[src/rtl/alu_arbiter_if.sv]
// alu_arbiter_if: bundles the requester, response and ALU-side signals of the shared-ALU front end.
// Ports: none (pure signal bundle). slave = arbiter view, master = requesters/consumer/ALU view.
// req_* = two packed requester lanes, rsp_* = shared tagged response channel, alu_* = ALU drive/return.
interface alu_arbiter_if;
  logic [1:0]  req_valid;
  logic [1:0]  req_ready;
  logic [31:0] req_a;
  logic [31:0] req_b;
  logic [11:0] req_op;
  logic        rsp_valid;
  logic        rsp_ready;
  logic        rsp_id;
  logic [15:0] rsp_result;
  logic [3:0]  rsp_flags;
  logic        rsp_err;
  logic [15:0] alu_a;
  logic [15:0] alu_b;
  logic [5:0]  alu_op;
  logic [15:0] alu_result;
  logic        alu_zero;

  modport slave (
    input  req_valid, req_a, req_b, req_op, rsp_ready, alu_result, alu_zero,
    output req_ready, rsp_valid, rsp_id, rsp_result, rsp_flags, rsp_err, alu_a, alu_b, alu_op
  );

  modport master (
    output req_valid, req_a, req_b, req_op, rsp_ready, alu_result, alu_zero,
    input  req_ready, rsp_valid, rsp_id, rsp_result, rsp_flags, rsp_err, alu_a, alu_b, alu_op
  );
endinterface

[src/rtl/alu_arbiter.sv]
// alu_arbiter: round-robin front end for the shared 16-bit ALU, one op in flight, tagged response.
// Latency: legal op responds LAT edges after accept (MULDIV_LAT for MUL/DIV/MOD, else BASIC_LAT);
//          rejected op responds on the accept edge. Backpressure: response held until rsp_ready; no accept until IDLE.
// Ports: clk, rst_n (async active-low), bus (alu_arbiter_if.slave: req_*, rsp_*, alu_*).
module alu_arbiter #(
  parameter int unsigned MULDIV_LAT = 3,
  parameter int unsigned BASIC_LAT  = 1
) (
  input  logic         clk,
  input  logic         rst_n,
  alu_arbiter_if.slave bus
);
  localparam logic [1:0] ST_IDLE = 2'd0;
  localparam logic [1:0] ST_EXEC = 2'd1;
  localparam logic [1:0] ST_RESP = 2'd2;

  localparam logic [3:0] LAT_MD    = MULDIV_LAT[3:0];
  localparam logic [3:0] LAT_BASIC = BASIC_LAT[3:0];

  localparam logic [5:0] OP_ADD = 6'h00;
  localparam logic [5:0] OP_SUB = 6'h01;
  localparam logic [5:0] OP_MUL = 6'h07;
  localparam logic [5:0] OP_DIV = 6'h08;
  localparam logic [5:0] OP_MOD = 6'h09;
  localparam logic [5:0] OP_CMP = 6'h0F;
  localparam logic [5:0] OP_INC = 6'h11;
  localparam logic [5:0] OP_DEC = 6'h12;

  logic [1:0]  state;
  logic [3:0]  cnt;
  logic        last_grant;
  logic        cur_id;

  logic [1:0]  grant;
  logic        gnt_id;
  logic        accept;
  logic [15:0] sel_a;
  logic [15:0] sel_b;
  logic [5:0]  sel_op;
  logic        op_legal;
  logic        div_zero;
  logic        is_muldiv;

  logic [15:0] b_eff;
  logic        c_flag;
  logic        v_flag;

  // Grant only in IDLE; on contention the requester not served last wins.
  always_comb begin
    grant = 2'b00;
    if (state == ST_IDLE) begin
      case (bus.req_valid)
        2'b01:   grant = 2'b01;
        2'b10:   grant = 2'b10;
        2'b11:   grant = last_grant ? 2'b01 : 2'b10;
        default: grant = 2'b00;
      endcase
    end
  end

  assign bus.req_ready = grant;
  assign accept        = |grant;
  assign gnt_id        = grant[1];

  assign sel_a  = gnt_id ? bus.req_a[31:16] : bus.req_a[15:0];
  assign sel_b  = gnt_id ? bus.req_b[31:16] : bus.req_b[15:0];
  assign sel_op = gnt_id ? bus.req_op[11:6] : bus.req_op[5:0];

  assign op_legal  = (sel_op <= OP_DEC) && (sel_op != 6'h0C);
  assign div_zero  = ((sel_op == OP_DIV) || (sel_op == OP_MOD)) && (sel_b == 16'h0000);
  assign is_muldiv = (sel_op == OP_MUL) || (sel_op == OP_DIV) || (sel_op == OP_MOD);

  // Carry/overflow from the held operands; inc/dec behave as add/sub with B=1.
  always_comb begin
    b_eff  = ((bus.alu_op == OP_INC) || (bus.alu_op == OP_DEC)) ? 16'h0001 : bus.alu_b;
    c_flag = 1'b0;
    v_flag = 1'b0;
    case (bus.alu_op)
      OP_ADD, OP_INC: begin
        c_flag = ({1'b0, bus.alu_a} + {1'b0, b_eff}) > 17'h0FFFF;
        v_flag = (bus.alu_a[15] == b_eff[15]) && (bus.alu_result[15] != bus.alu_a[15]);
      end
      OP_SUB, OP_CMP, OP_DEC: begin
        c_flag = bus.alu_a < b_eff;
        v_flag = (bus.alu_a[15] != b_eff[15]) && (bus.alu_result[15] != bus.alu_a[15]);
      end
      default: begin
        c_flag = 1'b0;
        v_flag = 1'b0;
      end
    endcase
  end

  always_ff @(posedge clk or negedge rst_n) begin
    if (!rst_n) begin
      state          <= ST_IDLE;
      cnt            <= 4'd0;
      last_grant     <= 1'b1;
      cur_id         <= 1'b0;
      bus.alu_a      <= 16'h0000;
      bus.alu_b      <= 16'h0000;
      bus.alu_op     <= 6'h00;
      bus.rsp_valid  <= 1'b0;
      bus.rsp_id     <= 1'b0;
      bus.rsp_result <= 16'h0000;
      bus.rsp_flags  <= 4'h0;
      bus.rsp_err    <= 1'b0;
    end else begin
      case (state)
        ST_IDLE: begin
          if (accept) begin
            last_grant <= gnt_id;
            if (!op_legal || div_zero) begin
              // Rejected ops never reach the ALU registers.
              bus.rsp_valid  <= 1'b1;
              bus.rsp_err    <= 1'b1;
              bus.rsp_result <= 16'h0000;
              bus.rsp_flags  <= 4'h0;
              bus.rsp_id     <= gnt_id;
              state          <= ST_RESP;
            end else begin
              bus.alu_a  <= sel_a;
              bus.alu_b  <= sel_b;
              bus.alu_op <= sel_op;
              cur_id     <= gnt_id;
              cnt        <= is_muldiv ? LAT_MD : LAT_BASIC;
              state      <= ST_EXEC;
            end
          end
        end
        ST_EXEC: begin
          cnt <= cnt - 4'd1;
          if (cnt == 4'd1) begin
            bus.rsp_valid  <= 1'b1;
            bus.rsp_err    <= 1'b0;
            bus.rsp_result <= bus.alu_result;
            bus.rsp_flags  <= {v_flag, c_flag, bus.alu_result[15], bus.alu_zero};
            bus.rsp_id     <= cur_id;
            state          <= ST_RESP;
          end
        end
        ST_RESP: begin
          if (bus.rsp_ready) begin
            bus.rsp_valid <= 1'b0;
            state         <= ST_IDLE;
          end
        end
        default: state <= ST_IDLE;
      endcase
    end
  end
endmodule

[src/flat_wrapper.sv]
// flat-port wrapper written by rule: the top's interface ports become plain ports
module alu_arbiter_flat 
#(
  parameter int unsigned MULDIV_LAT = 3,
  parameter int unsigned BASIC_LAT  = 1
)
  (clk, rst_n, bus_req_valid, bus_req_a, bus_req_b, bus_req_op, bus_rsp_ready, bus_alu_result, bus_alu_zero, bus_req_ready, bus_rsp_valid, bus_rsp_id, bus_rsp_result, bus_rsp_flags, bus_rsp_err, bus_alu_a, bus_alu_b, bus_alu_op);
  alu_arbiter_if bus_i ();
  input  logic clk;
  input  logic rst_n;
  input wire logic [$bits(bus_i.req_valid)-1:0] bus_req_valid;
  input wire logic [$bits(bus_i.req_a)-1:0] bus_req_a;
  input wire logic [$bits(bus_i.req_b)-1:0] bus_req_b;
  input wire logic [$bits(bus_i.req_op)-1:0] bus_req_op;
  input wire logic [$bits(bus_i.rsp_ready)-1:0] bus_rsp_ready;
  input wire logic [$bits(bus_i.alu_result)-1:0] bus_alu_result;
  input wire logic [$bits(bus_i.alu_zero)-1:0] bus_alu_zero;
  output wire logic [$bits(bus_i.req_ready)-1:0] bus_req_ready;
  output wire logic [$bits(bus_i.rsp_valid)-1:0] bus_rsp_valid;
  output wire logic [$bits(bus_i.rsp_id)-1:0] bus_rsp_id;
  output wire logic [$bits(bus_i.rsp_result)-1:0] bus_rsp_result;
  output wire logic [$bits(bus_i.rsp_flags)-1:0] bus_rsp_flags;
  output wire logic [$bits(bus_i.rsp_err)-1:0] bus_rsp_err;
  output wire logic [$bits(bus_i.alu_a)-1:0] bus_alu_a;
  output wire logic [$bits(bus_i.alu_b)-1:0] bus_alu_b;
  output wire logic [$bits(bus_i.alu_op)-1:0] bus_alu_op;
  assign bus_i.req_valid = bus_req_valid;
  assign bus_i.req_a = bus_req_a;
  assign bus_i.req_b = bus_req_b;
  assign bus_i.req_op = bus_req_op;
  assign bus_i.rsp_ready = bus_rsp_ready;
  assign bus_i.alu_result = bus_alu_result;
  assign bus_i.alu_zero = bus_alu_zero;
  assign bus_req_ready = bus_i.req_ready;
  assign bus_rsp_valid = bus_i.rsp_valid;
  assign bus_rsp_id = bus_i.rsp_id;
  assign bus_rsp_result = bus_i.rsp_result;
  assign bus_rsp_flags = bus_i.rsp_flags;
  assign bus_rsp_err = bus_i.rsp_err;
  assign bus_alu_a = bus_i.alu_a;
  assign bus_alu_b = bus_i.alu_b;
  assign bus_alu_op = bus_i.alu_op;
  alu_arbiter #(.MULDIV_LAT(MULDIV_LAT), .BASIC_LAT(BASIC_LAT)) u_core (.clk(clk), .rst_n(rst_n), .bus(bus_i));
endmodule
[config.mk]
export PLATFORM = sky130hd
export DESIGN_NAME = alu_arbiter_flat
export DESIGN_NICKNAME = d
export VERILOG_FILES = /design/src/rtl/alu_arbiter_if.sv /design/src/rtl/alu_arbiter.sv /design/src/flat_wrapper.sv
export SDC_FILE = /design/constraint.sdc
export NUM_CORES = 1
export LEC_CHECK = 0
export ABC_CLOCK_PERIOD_IN_PS = 3120
export BUFFER_PORTS_ARGS = -buffer_cell sky130_fd_sc_hd__buf_4
export CAP_MARGIN = 10
export CELL_PAD_IN_SITES_DETAIL_PLACEMENT = 1
export CELL_PAD_IN_SITES_GLOBAL_PLACEMENT = 1
export CORE_MARGIN = 2
export CORE_UTILIZATION = 37
export DETAILED_ROUTE_END_ITERATION = 10
export PLACE_DENSITY = 0.81
export SETUP_SLACK_MARGIN = 0.05
export SYNTH_ARGS = -nofsm -noshare
export SYNTH_HDL_FRONTEND = slang
export SYNTH_SLANG_ARGS = --single-unit
[constraint.sdc]
create_clock -name clk -period 3.12 [get_ports clk]
set_input_delay 0.624 -clock clk [delete_from_list [all_inputs] [get_ports clk]]
set_output_delay 0.624 -clock clk [all_outputs]
set_load 0.05 [all_outputs]
Word-level counts from Yosys, hierarchy flattened
Cells that the tools add are included.
{"block": "totals", "output_inout_bits": 63, "input_bits": 98, "word_cells": 101, "ff_bits": 69}
{"block": "op_classes", "magnitude_cmp": 3, "mux": 37, "add_sub_neg": 2, "n_eq_ne": 22, "bitwise_logic": 1, "reduce_logical": 24}
{"op": "$mux 16", "n": 6}
{"op": "$pmux 16 s2", "n": 1}
{"op": "$mux 4", "n": 5}
{"op": "$eq 6x4->1 const B", "n": 3}
{"op": "$add 16x16->17", "n": 1}
{"op": "$gt 17x16->1 const B", "n": 1}
{"op": "$logic_not 16->1", "n": 1}
{"op": "$lt 16x16->1", "n": 1}
{"op": "$pmux 4 s2", "n": 2}
{"op": "$mux 2", "n": 7}
{"op": "$eq 6x5->1 const B", "n": 2}
{"op": "$pmux 2 s3", "n": 2}
{"op": "$reduce_and 3->1", "n": 3}
{"op": "$mux 1", "n": 8}
{"op": "$pmux 1 s2", "n": 4}
{"op": "$eq 2x2->1 const B", "n": 3}
{"op": "$eq 6x1->1 const B", "n": 1}
{"op": "$eq 6x3->1 const B", "n": 1}
{"op": "$le 6x5->1 const B", "n": 1}
{"op": "$logic_not 6->1", "n": 1}
{"op": "$mux 6", "n": 1}
{"op": "$ne 2x2->1 const B", "n": 3}
{"op": "$ne 6x4->1 const B", "n": 1}
{"op": "$logic_or 1x1->1", "n": 5}
{"op": "other kinds (18)", "n": 25}

Depth between registers and ports, before layout
Gate-level depths: netlist of run 1.
{"block": "logic_depth", "word_depth": 11, "ltp_mapped": 12, "depth_no_buf": 12}

Least setup slack after synthesis of run 1
OpenSTA, ideal clock, no wires.
{"block": "synth_path", "path_kind": "register to register", "start": "register u_core.bus.alu_op[1]", "end": "register u_core.bus.rsp_flags[2]", "arrival_ns": 2.761, "period_less_slack_ns": 2.847, "n_path_buf": 1, "required_ns": 3.033, "setup_time_ns": 0.087, "slack_ns": 0.273, "path_stages_with_launch": 12, "cell_sequence": "dfrtp_1 > xor2_1 > nand3_1 > clkbuf_1 > nand2_1 > ha_1 > or4_1 > a21oi_1 > o31ai_1 > a311oi_1 > a31oi_1 > o211ai_1"}
{"block": "synth_between", "elab_chain_len": 8, "word_cells_on_any_way": 15, "classes_between": "1 x add/sub; 2 x order compare; 4 x eq/ne; 4 x mux; 4 x reduce/logical"}
{"item": "start: declaration", "line_no": "alu_arbiter_if.sv:24", "source": "output req_ready, rsp_valid, rsp_id, rsp_result, rsp_flags, rsp_err, alu_a, alu_b, alu_op"}
{"item": "start signal: assignment", "line_no": "alu_arbiter.sv:124", "source": "bus.alu_op <= sel_op;"}
{"item": "$eq 6x5->1", "line_no": "alu_arbiter.sv:75, alu_arbiter.sv:78"}
{"item": "$logic_or 1x1->1", "line_no": "alu_arbiter.sv:75", "source": "b_eff = ((bus.alu_op == OP_INC) || (bus.alu_op == OP_DEC)) ? 16'h0001 : bus.alu_b;"}
{"item": "$mux 16", "line_no": "alu_arbiter.sv:75"}
{"item": "$add 16x16->17", "line_no": "alu_arbiter.sv:80", "source": "c_flag = ({1'b0, bus.alu_a} + {1'b0, b_eff}) > 17'h0FFFF;"}
{"item": "$gt 17x16->1", "line_no": "alu_arbiter.sv:80"}
{"item": "$pmux 1 s2 *", "line_no": "alu_arbiter.sv:78", "source": "case (bus.alu_op)"}
{"item": "$mux 4 *", "line_no": "alu_arbiter.sv:133", "source": "if (cnt == 4'd1) begin"}
{"item": "$pmux 4 s2 *", "line_no": "alu_arbiter.sv:109", "source": "case (state)"}
{"item": "end signal: assignment", "line_no": "alu_arbiter.sv:137", "source": "bus.rsp_flags <= {v_flag, c_flag, bus.alu_result[15], bus.alu_zero};"}
{"item": "end: declaration", "line_no": "alu_arbiter_if.sv:24"}
Every way passes the cells marked *; elsewhere a longest branch is shown, timed or not. The select of a mux whose other input is x is not followed.
A chain may end at the register's enable or synchronous reset.

Final worst setup path of run 1
Same ends and word-level chain as after synthesis.

==> results of run 1 <==
-- path summary, 6_finish.rpt --
kind / startpoint / slack, ns / cells past startpoint / to
min in group clk: bus_req_valid[0] / 0.45 / 2 / u_core.last_grant$_DFFE_PN1P_
max in group asynchronous: rst_n / 2.13 / 1 / u_core.cnt[0]$_DFFE_PN0P_
setup reg to reg: u_core.bus.alu_op[1]$_DFFE_PN0P_ / 0.26 / 11 / u_core.bus.rsp_flags[2]$_DFFE_PN0P_
hold / removal: rst_n / 0.41 / 1 / u_core.bus.alu_a[10]$_DFFE_PN0P_
hold reg to reg: u_core.bus.rsp_flags[0]$_DFFE_PN0P_ / 0.50 / 1 / u_core.bus.rsp_flags[0]$_DFFE_PN0P_
setup / recovery: u_core.bus.alu_op[1]$_DFFE_PN0P_ / 0.26 / 11 / u_core.bus.rsp_flags[2]$_DFFE_PN0P_
-- registers in the layout (all words and copies together), names as in the netlist --
register / count
u_core.bus.rsp_valid: 1
u_core.bus.alu_op: 6
u_core.last_grant: 1
u_core.bus.alu_b: 16
u_core.bus.rsp_flags: 4
u_core.cnt: 4
u_core.bus.alu_a: 16
u_core.bus.rsp_err: 1
u_core.bus.rsp_result: 15
u_core.bus.rsp_id: 1
u_core.state: 2
u_core.cur_id: 1
-- worst max-delay path: stages (launching register included) --
cell and delay [ns]:
dfrtp_1 0.48, xor2_1 0.19, nand3_1 0.13, buf_4 0.24
nand2_1 0.15, fa_1 0.41, or2_2 0.31, a221oi_1 0.28
o31ai_1 0.14, a311oi_2 0.25, a31oi_1 0.07, o211ai_1 0.11
-- power groups by stage --
stage / logic, mW / clock network [mW] / registers (mW)
finish: 4.33 / 1.12 / 1.75
global route: 4.62 / 1.18 / 1.82
CTS: 4.34 / 1.14 / 1.75
detailed placement: 4.26 / 0 / 1.75
global placement: 4.09 / 0 / 1.72
floorplan: 1.86 / 0 / 2.77
-- cell usage in the layout (no fill, tap or decap), types with 3 or more instances in the layout --
cell / n
nor3_1: 3
a21oi_1: 14
buf_4: 168
a211oi_1: 4
mux2_4: 36
dfrtp_1: 67
a31oi_1: 5
nand2b_1: 4
nor2b_1: 7
nor2_1: 12
mux2i_1: 5
o211ai_1: 4
nor3b_1: 5
a22o_1: 17
o21ai_0: 9
clkinvlp_4: 3
nand2_1: 134
nand4_1: 3
inv_1: 31
nor4_1: 10
ha_1: 34
clkbuf_16: 9
o21bai_1: 3
nand3_1: 5
-- layout make-up --
cell class,count,area share (%)
clock buffers,9,3.69
clock inverters,7,1.64
inverters,31,1.91
multi-input cells,347,40.6
flip-flops and latches,68,27.9
well taps,143,2.93
repair buffers,170,21.3
-- logic make-up after synthesis --
logic type / after synthesis / synth area share [%]
AO/OA/AOI/OAI: 72 / 11.8
XOR/XNOR: 4 / 0.794
adder cells (fa/ha/maj): 35 / 10.1
AND/OR/NAND/NOR: 195 / 20.1
buffers and inverters: 52 / 5.33
flip-flops: 68 / 38.6
multiplexers: 41 / 13.4
-- layer usage --
metal	track usage (%)	part of all wire, %	up-vias
met1	29.5	42	1984
met3	3.64	4.9	28
li1	-	-	1915
met2	42.1	50	126
met5	0	0	-
met4	8.70	2.9	0
==> impl_metrics.json, run 1 <==
{
  "worstPathArrival_ns": 3.11,
  "area.sequential_um2": 1700,
  "cts_tree": "yes",
  "ys_ff_latch": 68,
  "drive_gt1_share_pct": 36.6,
  "p_sw_mw": 3.60,
  "critPathLaunchType": "flip-flop",
  "synth_area_um2": 4410,
  "drt_wl_total_um": 15000,
  "die_w_um": 113,
  "place_area_um2": 5780,
  "final_cells": 775,
  "fin_setup_tns_ns": 0,
  "hold_buffers": 0,
  "final_util_pct": 53.0,
  "nets": 760,
  "cts_setup_buffers": 0,
  "drt-pass1-iter-count": 8,
  "synth_area_per_cell_um2": 9.45,
  "fin_crit_ns": 2.86,
  "drc_errors": 12,
  "clockBufferDepth": 2,
  "ctsRootBufferMaster": "clkbuf_16",
  "slew_viol_final": 0,
  "required_ns": 3.37,
  "antenna_cells": 0,
  "multi_input_area_um2": 2480,
  "cts_max_level": 3,
  "synthCells": 467,
  "place_ws_ns": 0.277,
  "p_int_mw": 3.60,
  "cts_inserted_buffers": 9,
  "port_buffers": 160,
  "clkSinkCount": 68,
  "grt_max_degree": 69,
  "max_freq_mhz": 350,
  "ys_top_cells_by_count": "nand2_1 (134), dfrtp_1 (67), mux2_4 (36), ha_1 (34), inv_1 (31)",
  "synth-edff-count": 0,
  "clk_latency_ns": 0.34,
  "cellLeakagePower_nw": 3.32,
  "ios": 161,
  "synth.most_common_cell": "nand2_1",
  "clock_skew_ns": 0.00797,
  "worstMarginPinSlew_ns": 0.890,
  "clk_pin_slew_ns": 0.06,
  "num_rows": 39,
  "vias_per_cell": 5.23,
  "hold_viol": 0,
  "swShare_pct": 50.0,
  "cts_resized": 0,
  "place_inst": 759,
  "final_area_um2": 6110,
  "post-route-period-util_pct": 91.6,
  "hold_class": "primary input to async pin",
  "num_vias": 4053,
  "hold-worst-slack_ns": 0.411,
  "outcome": "complete, but fails checks",
  "routedWlPerCell_um": 19.3,
  "drt_iter0_drc": 187,
  "synth_nets": 600,
  "ant_nets": 0,
  "rsz0062_at_grt": "false",
  "finalSetupViolCount": 0,
  "power_mw": 7.20,
  "track_usage_pct": 23.8,
  "ys_seq_area_share_pct": 38.6,
  "die_area_um2": 12800,
  "crit_type": "flip-flop to flip-flop",
  "end_kind": "flip-flop",
  "core_area_um2": 11500,
  "gp_congestion": 0.820,
  "grt_pass1_wl_um": 23700,
  "antenna_found_initial": 0,
  "synth.distinct_cells": 53,
  "clkPwrFrac_pct": 15.6,
  "vdd_drop_max_uv": 396,
  "dp_hpwl_um": 11300,
  "async_reset_ff_share_pct": 100,
  "area_growth_pct": 38.4,
  "grt.overflow.total": 0,
  "num-fill-cells": 1328,
  "p_comb_share_pct": 60.1,
  "drv_cap": 0,
  "setup_ws_ns": 0.262,
  "powerDensity_nw_per_um2": 1180,
  "yosysWarningCount": 0,
  "grt_pass1_vias": 4439,
  "die_h_um": 113,
  "start_util_pct": 38.3,
  "p_seq_share_pct": 24.3,
  "violations": "design-rule violations",
  "synth_ff_type": "dfrtp_1",
  "slew_headroom_pct": 40.7,
  "yosys-top-cells-area": "dfrtp_1 (38%), mux2_4 (12%), nand2_1 (11%)",
  "cp_max_fo": 15,
  "synth_top_area_share_pct": 38.0,
  "yosysTopAreaCell": "dfrtp_1"
}
No activity file was read; power rests on OpenSTA's default activity.
==> inputs of run 2 (changes only) <==
--- a/config.mk
+++ b/config.mk
@@ -5,14 +5,16 @@
 export SDC_FILE = /design/constraint.sdc
 export NUM_CORES = 1
 export LEC_CHECK = 0
+export ABC_AREA = 1
 export ABC_CLOCK_PERIOD_IN_PS = 3120
 export BUFFER_PORTS_ARGS = -buffer_cell sky130_fd_sc_hd__buf_4
 export CAP_MARGIN = 10
 export CELL_PAD_IN_SITES_DETAIL_PLACEMENT = 1
 export CELL_PAD_IN_SITES_GLOBAL_PLACEMENT = 1
 export CORE_MARGIN = 2
-export CORE_UTILIZATION = 37
+export CORE_UTILIZATION = 35
 export DETAILED_ROUTE_END_ITERATION = 10
+export MAX_ROUTING_LAYER = met4
 export PLACE_DENSITY = 0.81
 export SETUP_SLACK_MARGIN = 0.05
 export SYNTH_ARGS = -nofsm -noshare
==> impl_metrics.json, run 2 <==
{
  "outcome": "complete, no violations",
  "antenna_cells": 0,
  "place_inst": 885,
  "area.sequential_um2": 1700,
  "vdd_drop_max_uv": 381,
  "finalSetupViolCount": 0,
  "layout_common_cells": "nand2_1 (203), buf_4 (166), inv_1 (71), dfrtp_1 (67), o21ai_0 (45)",
  "worstMarginPinSlew_ns": 0.901,
  "die_h_um": 115,
  "ctsRootBufferMaster": "clkbuf_16",
  "synth.distinct_cells": 35,
  "critPathLaunchType": "flip-flop",
  "synth_nets": 706,
  "use_met3_pct": 3.58,
  "max_freq_mhz": 360,
  "dp_hpwl_um": 11000,
  "cts_inserted_buffers": 9,
  "rr_endpoint": "u_core.bus.rsp_flags[2]$_DFFE_PN0P_",
  "r2r_cells": 16,
  "clock_skew_ns": 0.00474,
  "ff2ff_setup_slack_ns": 0.34,
  "drt_iter0_drc": 188,
  "die_w_um": 115,
  "p_int_mw": 3.16,
  "synth-edff-count": 0,
  "hold_class": "primary input to async pin",
  "synth_area_um2": 4330,
  "synth_ff_type": "dfrtp_1",
  "clkSinkCount": 68,
  "grt_max_degree": 69,
  "port_buffers": 160,
  "drc_errors": 0,
  "startpoint": "u_core.bus.alu_op[3]$_DFFE_PN0P_",
  "p_comb_share_pct": 59.7,
  "start_util_pct": 35.9,
  "use_met1_pct": 26.5,
  "hold_buffers": 0,
  "routedWlPerCell_um": 15.8,
  "ys_top_cells_by_count": "nand2_1 (203), inv_1 (72), dfrtp_1 (67), o21ai_0 (45), ha_1 (34)",
  "fin_crit_ns": 2.78,
  "fin_setup_tns_ns": 0,
  "post-route-period-util_pct": 89.0,
  "grtUsageMet2_pct": 39.3,
  "required_ns": 3.40,
  "p_seq_share_pct": 24.8,
  "synth.most_common_cell": "nand2_1",
  "async_reset_ff_share_pct": 100,
  "power_mw": 6.73,
  "ys_ff_latch": 68,
  "powerDensity_nw_per_um2": 1120,
  "gp_congestion": 0.891,
  "yosysTopAreaCell": "dfrtp_1",
  "clk_latency_ns": 0.34,
  "slew_viol_final": 0,
  "yosys-top-cells-area": "dfrtp_1 (39%), nand2_1 (18%), ha_1 (9.8%)",
  "yosysWarningCount": 0,
  "busiest_layer": "met2",
  "worstPathArrival_ns": 3.05,
  "p_sw_mw": 3.57,
  "synth_top_area_share_pct": 38.8,
  "crit_type": "flip-flop to flip-flop",
  "drt-pass1-iter-count": 4,
  "grt.overflow.total": 0,
  "core_area_um2": 12100,
  "final_cells": 905,
  "num-fill-cells": 1496,
  "num_vias": 4391,
  "synthCells": 573,
  "grt_pass1_wl_um": 22900,
  "reg2reg_from": "u_core.bus.alu_op[3]$_DFFE_PN0P_",
  "slew_headroom_pct": 40.0,
  "antenna_found_initial": 0,
  "hold-worst-slack_ns": 0.381,
  "final_common_cell": "nand2_1",
  "cellLeakagePower_nw": 3.49,
  "swShare_pct": 53.1,
  "drv_cap": 0,
  "nets": 865,
  "rsz0062_at_grt": "false",
  "track_usage_pct": 22.8,
  "end_kind": "flip-flop",
  "grt_pass1_vias": 4691,
  "ys_seq_area_share_pct": 39.4,
  "synth_area_per_cell_um2": 7.55,
  "cts_max_level": 3,
  "hold_viol": 0,
  "clockBufferDepth": 2,
  "multi_input_area_um2": 2250,
  "die_area_um2": 13300,
  "drive_gt1_share_pct": 26.9,
  "area_growth_pct": 39.4,
  "clk_pin_slew_ns": 0.06,
  "vias_per_cell": 4.85,
  "ant_nets": 0,
  "num_rows": 40,
  "cp_max_fo": 4,
  "ios": 161,
  "drt_wl_total_um": 14300,
  "cts_tree": "yes",
  "largest_registers": "u_core.bus.alu_a: 16 flops, u_core.bus.alu_b: 16 flops, u_core.bus.rsp_result: 15 flops",
  "clkPwrFrac_pct": 15.5
}
[run 2: layer usage]
metal / vias to the layer above / share of wire [%]
met5: - / 0
met4: 0 / 2.3
met3: 25 / 4.3
met2: 122 / 50
met1: 2098 / 43
li1: 2146 / -
[run 2: cells by family after synthesis]
logic type	after synthesis	share of synthesized area, %
flops	68	39.4
mux	16	3.70
fa+ha+maj	35	10.3
compound gates	81	9.72
buf+inv	94	9.25
simple gates	279	27.7
[run 2: layout make-up]
class	instances	share of cell area, %
tap	168	3.49
inverter	73	4.61
multi-input combinational	412	37.3
clock inverter	6	1.06
timing repair buffer	168	21.3
clock buffer	10	3.96
sequential	68	28.2
[run 2: what timing repair did]
action                                  CTS  global route
buffers inserted                          0             2
resized for setup                         0             2
endpoints found under the setup margin    0            28
[run 2: worst max path at each step]
stage                                           to  slack, ns  cells after the start
2_1_floorplan  u_core.bus.rsp_flags[2]$_DFFE_PN0P_       0.35                     13
3_3_place_gp   u_core.bus.rsp_flags[2]$_DFFE_PN0P_       0.16                     15
3_5_place_dp   u_core.bus.rsp_flags[2]$_DFFE_PN0P_       0.12                     15
4_1_cts        u_core.bus.rsp_flags[2]$_DFFE_PN0P_       0.09                     15
5_1_grt        u_core.bus.rsp_flags[2]$_DFFE_PN0P_       0.16                     13
6_report       u_core.bus.rsp_flags[2]$_DFFE_PN0P_       0.34                     16
[run 2: through the flow]
step                      setup slack, ns  area [um^2]  utilization [%]
after floorplan                     0.346         4330                -
after global placement              0.158         5680             47.1
after detailed placement            0.124         5680             47.1
after CTS                          0.0894         5990             49.6
after global routing                0.157         6030             50.0
final                               0.343         6030             50.0
[run 2: power groups by stage]
stage | sequential [mW] | combinational [mW] | clock, mW
finish | 1.67 | 4.01 | 1.04
global placement | 1.66 | 3.81 | 0
CTS | 1.67 | 4.01 | 1.06
global route | 1.72 | 4.39 | 1.11
detailed placement | 1.68 | 3.96 | 0
floorplan | 2.72 | 1.62 | 0
[run 2: critical path, cell delays in order (launching register included)]
cell and delay [ns]:
dfrtp_1 0.42, nor2_1 0.20, nand4_1 0.20, nand2_1 0.21, or2_2 0.15, ha_1 0.14, inv_1 0.06, fa_1 0.36
o21ai_0 0.16, o21ai_0 0.12, o21ai_0 0.19, a21oi_1 0.10, o21ai_0 0.15, nand2_1 0.07, nand2_1 0.06, nand2_1 0.04
nand2_1 0.06
